### config.mk
export PLATFORM = sky130hd
export DESIGN_NAME = demux16_tdm_deser_flat
export DESIGN_NICKNAME = d
export VERILOG_FILES = /design/src/rtl/demux16_tdm_deser_if.sv /design/src/rtl/demux16_tdm_deser.sv /design/src/flat_wrapper.sv
export SDC_FILE = /design/constraint.sdc
export NUM_CORES = 1
export LEC_CHECK = 0
export CAP_MARGIN = 20
export CORE_ASPECT_RATIO = 0.9
export CORE_MARGIN = 1
export CORE_UTILIZATION = 45
export DETAILED_ROUTE_END_ITERATION = 10
export PLACE_DENSITY = 0.71
export SYNTH_ARGS = -nofsm -noshare
export SYNTH_HDL_FRONTEND = slang
export SYNTH_SLANG_ARGS = --single-unit
### constraint.sdc
create_clock -name clk -period 2.2 [get_ports clk]
set_clock_uncertainty 0.1 [all_clocks]
set_input_delay 0.33 -clock clk [delete_from_list [all_inputs] [get_ports clk]]
set_output_delay 0.33 -clock clk [all_outputs]
set_load 0.01 [all_outputs]
### src/rtl/demux16_tdm_deser_if.sv
// demux16_tdm_deser_if: serial TDM input and deserialized frame output bundle
interface demux16_tdm_deser_if;
  logic        din;
  logic        din_valid;
  logic        frame_sync;
  logic [15:0] dout;
  logic        dout_valid;
  logic        dout_ready;
  logic [3:0]  slot;
  logic        locked;
  logic        sync_err;
  logic        overrun;
  modport master (
    output din, din_valid, frame_sync, dout_ready,
    input  dout, dout_valid, slot, locked, sync_err, overrun
  );
  modport slave (
    input  din, din_valid, frame_sync, dout_ready,
    output dout, dout_valid, slot, locked, sync_err, overrun
  );
endinterface

### src/rtl/demux16_tdm_deser.sv
// demux16_tdm_deser: 1:16 TDM deserializer with frame alignment and a registered valid/ready output
module demux16_tdm_deser (
  input logic             clk,
  input logic             rst,
  demux16_tdm_deser_if.slave bus
);
  typedef enum logic {HUNT, LOCK} state_t;
  state_t      state_q, state_d;
  logic [3:0]  slot_q, slot_d;
  logic [14:0] shadow_q, shadow_d;
  logic [15:0] dout_q, dout_d;
  logic        dv_q, dv_d, serr_q, serr_d, ovr_q, ovr_d;
  // Register all state; reset drops any partial frame and pending output
  always_ff @(posedge clk or posedge rst) begin
    if (rst) begin
      state_q  <= HUNT;
      slot_q   <= '0;
      shadow_q <= '0;
      dout_q   <= '0;
      dv_q     <= 1'b0;
      serr_q   <= 1'b0;
      ovr_q    <= 1'b0;
    end else begin
      state_q  <= state_d;
      slot_q   <= slot_d;
      shadow_q <= shadow_d;
      dout_q   <= dout_d;
      dv_q     <= dv_d;
      serr_q   <= serr_d;
      ovr_q    <= ovr_d;
    end
  end
  // Route each beat to its slot, re-align on misplaced sync, hand completed frames to the output stage
  always_comb begin
    state_d  = state_q;
    slot_d   = slot_q;
    shadow_d = shadow_q;
    dout_d   = dout_q;
    dv_d     = dv_q && !bus.dout_ready;
    serr_d   = 1'b0;
    ovr_d    = 1'b0;
    if (bus.din_valid) begin
      if (state_q == HUNT) begin
        if (bus.frame_sync) begin
          state_d  = LOCK;
          shadow_d = {14'd0, bus.din};
          slot_d   = 4'd1;
        end
      end else if (bus.frame_sync && slot_q != 4'd0) begin
        serr_d   = 1'b1;
        shadow_d = {14'd0, bus.din};
        slot_d   = 4'd1;
      end else if (slot_q == 4'd15) begin
        slot_d = 4'd0;
        if (!dv_q || bus.dout_ready) begin
          dout_d = {bus.din, shadow_q};
          dv_d   = 1'b1;
        end else begin
          ovr_d = 1'b1;
        end
      end else begin
        shadow_d = (shadow_q & ~(15'd1 << slot_q)) | (15'(bus.din) << slot_q);
        slot_d   = slot_q + 4'd1;
      end
    end
  end
  assign bus.dout       = dout_q;
  assign bus.dout_valid = dv_q;
  assign bus.slot       = slot_q;
  assign bus.locked     = state_q == LOCK;
  assign bus.sync_err   = serr_q;
  assign bus.overrun    = ovr_q;
endmodule
### src/flat_wrapper.sv
// flat-port wrapper written by rule: the top's interface ports become plain ports
module demux16_tdm_deser_flat 
  (clk, rst, bus_din, bus_din_valid, bus_frame_sync, bus_dout_ready, bus_dout, bus_dout_valid, bus_slot, bus_locked, bus_sync_err, bus_overrun);
  demux16_tdm_deser_if bus_i ();
  input logic clk;
  input logic rst;
  input wire logic [$bits(bus_i.din)-1:0] bus_din;
  input wire logic [$bits(bus_i.din_valid)-1:0] bus_din_valid;
  input wire logic [$bits(bus_i.frame_sync)-1:0] bus_frame_sync;
  input wire logic [$bits(bus_i.dout_ready)-1:0] bus_dout_ready;
  output wire logic [$bits(bus_i.dout)-1:0] bus_dout;
  output wire logic [$bits(bus_i.dout_valid)-1:0] bus_dout_valid;
  output wire logic [$bits(bus_i.slot)-1:0] bus_slot;
  output wire logic [$bits(bus_i.locked)-1:0] bus_locked;
  output wire logic [$bits(bus_i.sync_err)-1:0] bus_sync_err;
  output wire logic [$bits(bus_i.overrun)-1:0] bus_overrun;
  assign bus_i.din = bus_din;
  assign bus_i.din_valid = bus_din_valid;
  assign bus_i.frame_sync = bus_frame_sync;
  assign bus_i.dout_ready = bus_dout_ready;
  assign bus_dout = bus_i.dout;
  assign bus_dout_valid = bus_i.dout_valid;
  assign bus_slot = bus_i.slot;
  assign bus_locked = bus_i.locked;
  assign bus_sync_err = bus_i.sync_err;
  assign bus_overrun = bus_i.overrun;
  demux16_tdm_deser u_core (.clk(clk), .rst(rst), .bus(bus_i));
endmodule
==> run metrics, run 1 <==
postcts setup bufs 0; Yosys reg bits 39; aggregate global-route resource usage 21.5%; Worst path max stage delay 0.46 ns; cell taking the most area after synthesis dfrtp_1; Net Count, Synth 177; WHS 0.349 ns; static leakage 1.07 nW; antenna violations before repair 0; final worst slack 0.158 ns; initial core utilization 48.0%; drt first pass iters 5; Peak supply drop 0.470 mV; final core occ 62.4%; CP delay by family, top simple AND/OR/NAND/NOR gates; EDFF count, synth 0; first-pass GRT wire length 6870 um; most common cell in the netlist dfrtp_1; P&R area growth vs syn 30.1%; total wire length 4020 um; clk sinks 39; Routability Congestion 0.823; CP max-delay cell dfrtp_1; RSZ-0062 raised after global routing no; ys async rst share 100%; DRC 0; grt total ovfl 0; vias per cell 5.71; Post-Place Setup Slack 0.0928 ns; total power 2.10 mW; Post-DRT Antenna Nets 0; DR iter-0 viols 91; num ports 30; fillers 311; Final Hold Vio Count 0; Post-synth top cells dfrtp_1 (39), nand2_1 (19), mux2_2 (16), o22ai_1 (16), inv_1 (14); Rel. slew slack 68.1%; Layout Nets 221; vias in the first global route 1465; max-slew violations 0; CTS buffer count 5; layout cells sized above 1 21.4%; DR vias 1461; Post-Syn Area 1820 um2; Synth area leaders dfrtp_1 (54%), mux2_2 (9.9%), o22ai_1 (5.5%), ha_1 (4.1%), nand2_1 (3.9%); Pwr per Cell Area 891 nW/um2; WP buf/inv 1; cells after synthesis 165; largest net degree at the start of global routing 40; H-tree depth 2; Hold Crit Class in -> async; CTS Buffer Depth 2; fin crit share 92.8%; Critical Path, Cell by Cell ha_1, nand3_2, nor4b_4, buf_12, mux2_2; design area 2360 um2; core area 3780 um2; Placed Area 2240 um2; Worst-path clk slew 0.07 ns; f_max 490 MHz; synthesized area per cell 11.0 um2; post-synth top area share 53.8%; CTS tree yes; critical path type reg -> reg; Port Buffers 29; n_diodes 0; clk root buf clkbuf_8; Non-Filler Instances 256; endpoints failing setup 0; maxcap violations 0; Clock Latency Late Sink 0.29 ns; predominant post-synthesis flop cell dfrtp_1; Multi-input gate area 743 um2; Startpoint Class register; unique cell type count in the Yosys netlist 32; Inst Count DP 248; DIE WIDTH 69.0 um; Post-CTS Hold Buffers 0; dpl hpwl 2810 um; Avg WL per Cell 15.7 um; minimum clock period 2.04 ns; Syn. warnings 0; die height 62.3 um; Worst Max-Slew Pin Slew 0.478 ns; Seq/Total Area, Yosys 53.8%; Worst Path Required 2.27 ns; Setup crit end kind register; TNS Setup 0 ns; Crit Path Max Fanout 16; Rows 21; Storage cell area 976 um2; Die Area 4290 um2; status finished, final reports clean; Critical Path AT 2.12 ns
-- cell usage in the layout (no fill, tap or decap), types with 2 or more instances in the layout --
master and instances:
ha_1 6, clkbuf_8 6, dfrtp_1 39, nor2_1 4
mux2_2 16, a31oi_1 2, o21ai_0 9, nand3_1 3
nand2_1 19, o22ai_1 16, nand2b_1 2, nor4_1 2
nor2b_1 2, inv_1 14, a21oi_1 6, buf_4 14
clkdlybuf4s50_1 29, nand4_1 5
-- power by group --
part,internal [mW],leakage [nW],total [mW],switching (mW)
combinational,0.279,0.475,0.653,0.374
clock,0.367,0.0612,0.612,0.246
sequential,0.780,0.531,0.840,0.0596
-- layer usage --
layer | routed length (um) | track usage [%] | share of wire [%]
met5 | 0 | 0 | 0
met2 | 1920 | 31.3 | 48
met4 | 83 | 8.93 | 2.1
met3 | 229 | 6.43 | 5.7
met1 | 1780 | 29.4 | 44
-- cells by family (layout without fill, tap and decap cells) --
group | after synthesis | in the layout | synth area share, %
flip-flops | 39 | 39 | 53.8
buffers and inverters | 21 | 66 | 5.65
adder cells (fa/ha/maj) | 6 | 6 | 4.13
multiplexers | 16 | 16 | 9.92
AO/OA/AOI/OAI | 43 | 43 | 14.9
AND/OR/NAND/NOR | 40 | 40 | 11.6
-- worst reg2reg max path, stage by stage, from the launching register on --
cell	delay, ns
dfrtp_1	0.46
ha_1	0.28
nand3_2	0.18
nor4b_4	0.36
buf_12	0.20
mux2_2	0.35
-- final cells by class --
class / count / share of cell area [%]
Timing Repair Buffer: 44 / 17.6
Clock inverter: 2 / 1.48
Sequential cell: 39 / 41.3
Inverter: 14 / 2.22
Multi-Input combinational cell: 105 / 31.5
Clock buffer: 6 / 3.50
Tap cell: 46 / 2.44
-- worst paths after layout --
check / startpoint / to / slack, ns / cells past startpoint
worst max-delay path: u_core.bus.slot[0]$_DFFE_PP0P_ / u_core.bus.dout[6]$_DFFE_PP0P_ / 0.16 / 5
worst min register to register: u_core.shadow_q[0]$_DFFE_PP0P_ / u_core.bus.dout[0]$_DFFE_PP0P_ / 0.40 / 1
max in group asynchronous: rst / u_core.bus.dout[13]$_DFFE_PP0P_ / 1.32 / 3
min in group clk: u_core.shadow_q[0]$_DFFE_PP0P_ / u_core.bus.dout[0]$_DFFE_PP0P_ / 0.40 / 1
worst min-delay path: rst / u_core.bus.dout[8]$_DFFE_PP0P_ / 0.35 / 3
worst max register to register: u_core.bus.slot[0]$_DFFE_PP0P_ / u_core.bus.dout[6]$_DFFE_PP0P_ / 0.16 / 5
-- what timing repair did --
| action | 4_1_cts | 5_1_grt |
|---|---|---|
| gates resized for setup | 0 | 2 |
| endpoints found under the hold margin | 0 | 0 |
| endpoints found under the setup margin | 0 | 14 |
-- registers in the layout, indices dropped and copies added, names as in the netlist --
name	cells
u_core.bus.dout	16
u_core.bus.dout_valid	1
u_core.bus.locked	1
u_core.bus.overrun	1
u_core.bus.slot	4
u_core.bus.sync_err	1
u_core.shadow_q	15
Power figures use the tool's default switching activity.
==> inputs of run 2 (changes only) <==
--- a/config.mk
+++ b/config.mk
@@ -6,7 +6,7 @@
 export NUM_CORES = 1
 export LEC_CHECK = 0
 export CAP_MARGIN = 20
-export CORE_ASPECT_RATIO = 0.9
+export CORE_ASPECT_RATIO = 1.1
 export CORE_MARGIN = 1
 export CORE_UTILIZATION = 45
 export DETAILED_ROUTE_END_ITERATION = 10
==> run 2 against run 1 <==
Compared with the run above:
- design area down 1.2%
- register-to-register slack improved by 0.06 ns
- worst hold slack worse by 0.0016 ns
- worst setup slack improved by 0.062 ns
- critical path depth up 1
- utilization is 0.059 points lower
- cell count is 2.0% higher
==> run metrics, run 2 (synthesis results as in run 1) <==
status finished, final reports clean; DR vias 1424 (-2.5%); Post-CTS Hold Buffers 0 (unchanged); f_max 505 MHz (+3.1%); vias per cell 5.46 (-4.4%); Final Hold Vio Count 0 (unchanged); aggregate global-route resource usage 21.5% (about the same); most frequent cells in the layout dfrtp_1 (39), clkdlybuf4s50_1 (29), nand2_1 (19), mux2_2 (16), o22ai_1 (16); clk sinks 39 (unchanged); Inst Count DP 253 (+2.0%); num ports 30 (unchanged); die height 68.6 um (+10%); first-pass GRT wire length 6830 um (-0.60%); Worst-path clk slew 0.08 ns (about the same); Layout Nets 222 (+0.45%); Setup crit end kind register; Routability Congestion 0.906 (+10%); max-slew violations 0 (unchanged); Post-DRT Antenna Nets 0 (unchanged); Placed Area 2250 um2 (+0.56%); initial core utilization 48.5% (+0.55 points); Startpoint Class register; Storage cell area 976 um2 (unchanged); critical path type reg -> reg; clk root buf clkbuf_8; DIE WIDTH 62.6 um (-9.3%); most common cell after layout, fill and taps aside dfrtp_1; minimum clock period 1.98 ns (-0.0620 ns); design area 2330 um2 (-1.2%); dpl hpwl 2930 um (+4.4%); vias in the first global route 1434 (-2.1%); Pwr per Cell Area 839 nW/um2 (-5.8%); Port Buffers 29 (unchanged); DRC 0 (unchanged); TNS Setup 0 ns (unchanged); CTS tree yes; CTS Buffer Depth 2 (unchanged); Peak supply drop 0.707 mV (+50%); total wire length 3990 um (-0.85%); drt first pass iters 4 (-1); Crit Path Max Fanout 8 (-8); fin crit share 90.0% (-2.8 points); maxcap violations 0 (unchanged); endpoints failing setup 0 (unchanged); Worst Path Required 2.31 ns (+0.04 ns); P&R area growth vs syn 28.5%; grt total ovfl 0 (unchanged); final core occ 62.4% (about the same); total power 1.96 mW (-7.0%); Rows 23 (+9.5%); DR iter-0 viols 62 (-32%); Worst path max stage delay 0.42 ns (-0.04 ns); RSZ-0062 raised after global routing no; fillers 321 (+3.2%); n_diodes 0 (unchanged); H-tree depth 2 (unchanged); layout cells sized above 1 20.4% (-1.0 points); postcts setup bufs 0 (unchanged); Hold Crit Class in -> async; static leakage 1.05 nW (-1.6%); Avg WL per Cell 15.3 um (-2.7%); Critical Path AT 2.09 ns (-0.03 ns); core area 3740 um2 (-1.1%); antenna violations before repair 0 (unchanged); largest net degree at the start of global routing 40 (unchanged); Die Area 4290 um2 (about the same); Non-Filler Instances 261 (+2.0%); Critical Path, Cell by Cell inv_1, ha_1, nor3b_1, o2111a_2, nand4_1, o22ai_1; Worst Max-Slew Pin Slew 0.474 ns (-0.00438 ns); max reg flops 16 (unchanged); CP max-delay cell dfrtp_1; Multi-input gate area 738 um2 (-0.67%); Clock Latency Late Sink 0.29 ns (about the same); CTS buffer count 5 (unchanged); Rel. slew slack 68.4% (+0.29 points)
==> run 2: cell count changes in the layout (fill, tap and decap cells not counted), sizes merged <==
cell	change
buf	+1
bufinv	-1
clkbuf	+1
==> run 2: final timing paths <==
check	start	to	slack (ns)	cells after the start
min in group clk	u_core.shadow_q[7]$_DFFE_PP0P_	u_core.bus.dout[7]$_DFFE_PP0P_	0.41	1
hold / removal	rst	u_core.bus.dout[10]$_DFFE_PP0P_	0.35	3
setup reg to reg	u_core.bus.slot[1]$_DFFE_PP0P_	u_core.shadow_q[9]$_DFFE_PP0P_	0.22	6
max in group asynchronous	rst	u_core.bus.dout[3]$_DFFE_PP0P_	1.32	3
hold reg to reg	u_core.shadow_q[7]$_DFFE_PP0P_	u_core.bus.dout[7]$_DFFE_PP0P_	0.41	1
setup / recovery	u_core.bus.slot[1]$_DFFE_PP0P_	u_core.shadow_q[9]$_DFFE_PP0P_	0.22	6
==> run 2: layout make-up <==
type / count / area share [%]
multi-input combinational: 105 / 31.6
clock buffer: 7 / 3.27
inverter: 14 / 2.25
timing repair buffer: 45 / 18.1
clock inverter: 1 / 0.214
sequential: 39 / 41.8
tap: 50 / 2.68
==> run 2: routing by layer <==
metal / vias to the layer above / GRT usage (%) / routed length [um] / part of all wire (%)
met3: 8 / 5.92 / 166 / 4.2
met4: 0 / 11.3 / 87 / 2.2
met5: - / 0 / 0 / 0
met1: 696 / 26.3 / 1790 / 45
li1: 680 / - / - / -
met2: 40 / 35.3 / 1940 / 49
==> run 2: repair_timing <==
action	CTS	global route
resized for setup	0	1
endpoints found under the setup margin	0	2
endpoints found under the hold margin	0	0
==> run 2: worst max-delay path, delay by kind of cell (launching register included) <==
family	cells	cell delay [ns]
buffers and inverters	1	0.10
AO/OA/AOI/OAI	2	0.57
flip-flops	1	0.42
adder cells (fa/ha/maj)	1	0.18
AND/OR/NAND/NOR	2	0.53
==> run 2: metrics by stage <==
step                hold WS (ns)  setup slack (ns)
global route               0.397            0.0680
finish                     0.348             0.220
CTS                        0.366             0.156
floorplan                  0.358             0.128
global placement           0.389             0.134
detailed placement         0.392            0.0629
==> run 2: power by group <==
part | switching, mW | total, mW | internal (mW) | leakage, nW
registers | 0.0539 | 0.834 | 0.780 | 0.531
logic | 0.375 | 0.654 | 0.279 | 0.477
clock network | 0.247 | 0.470 | 0.223 | 0.0422
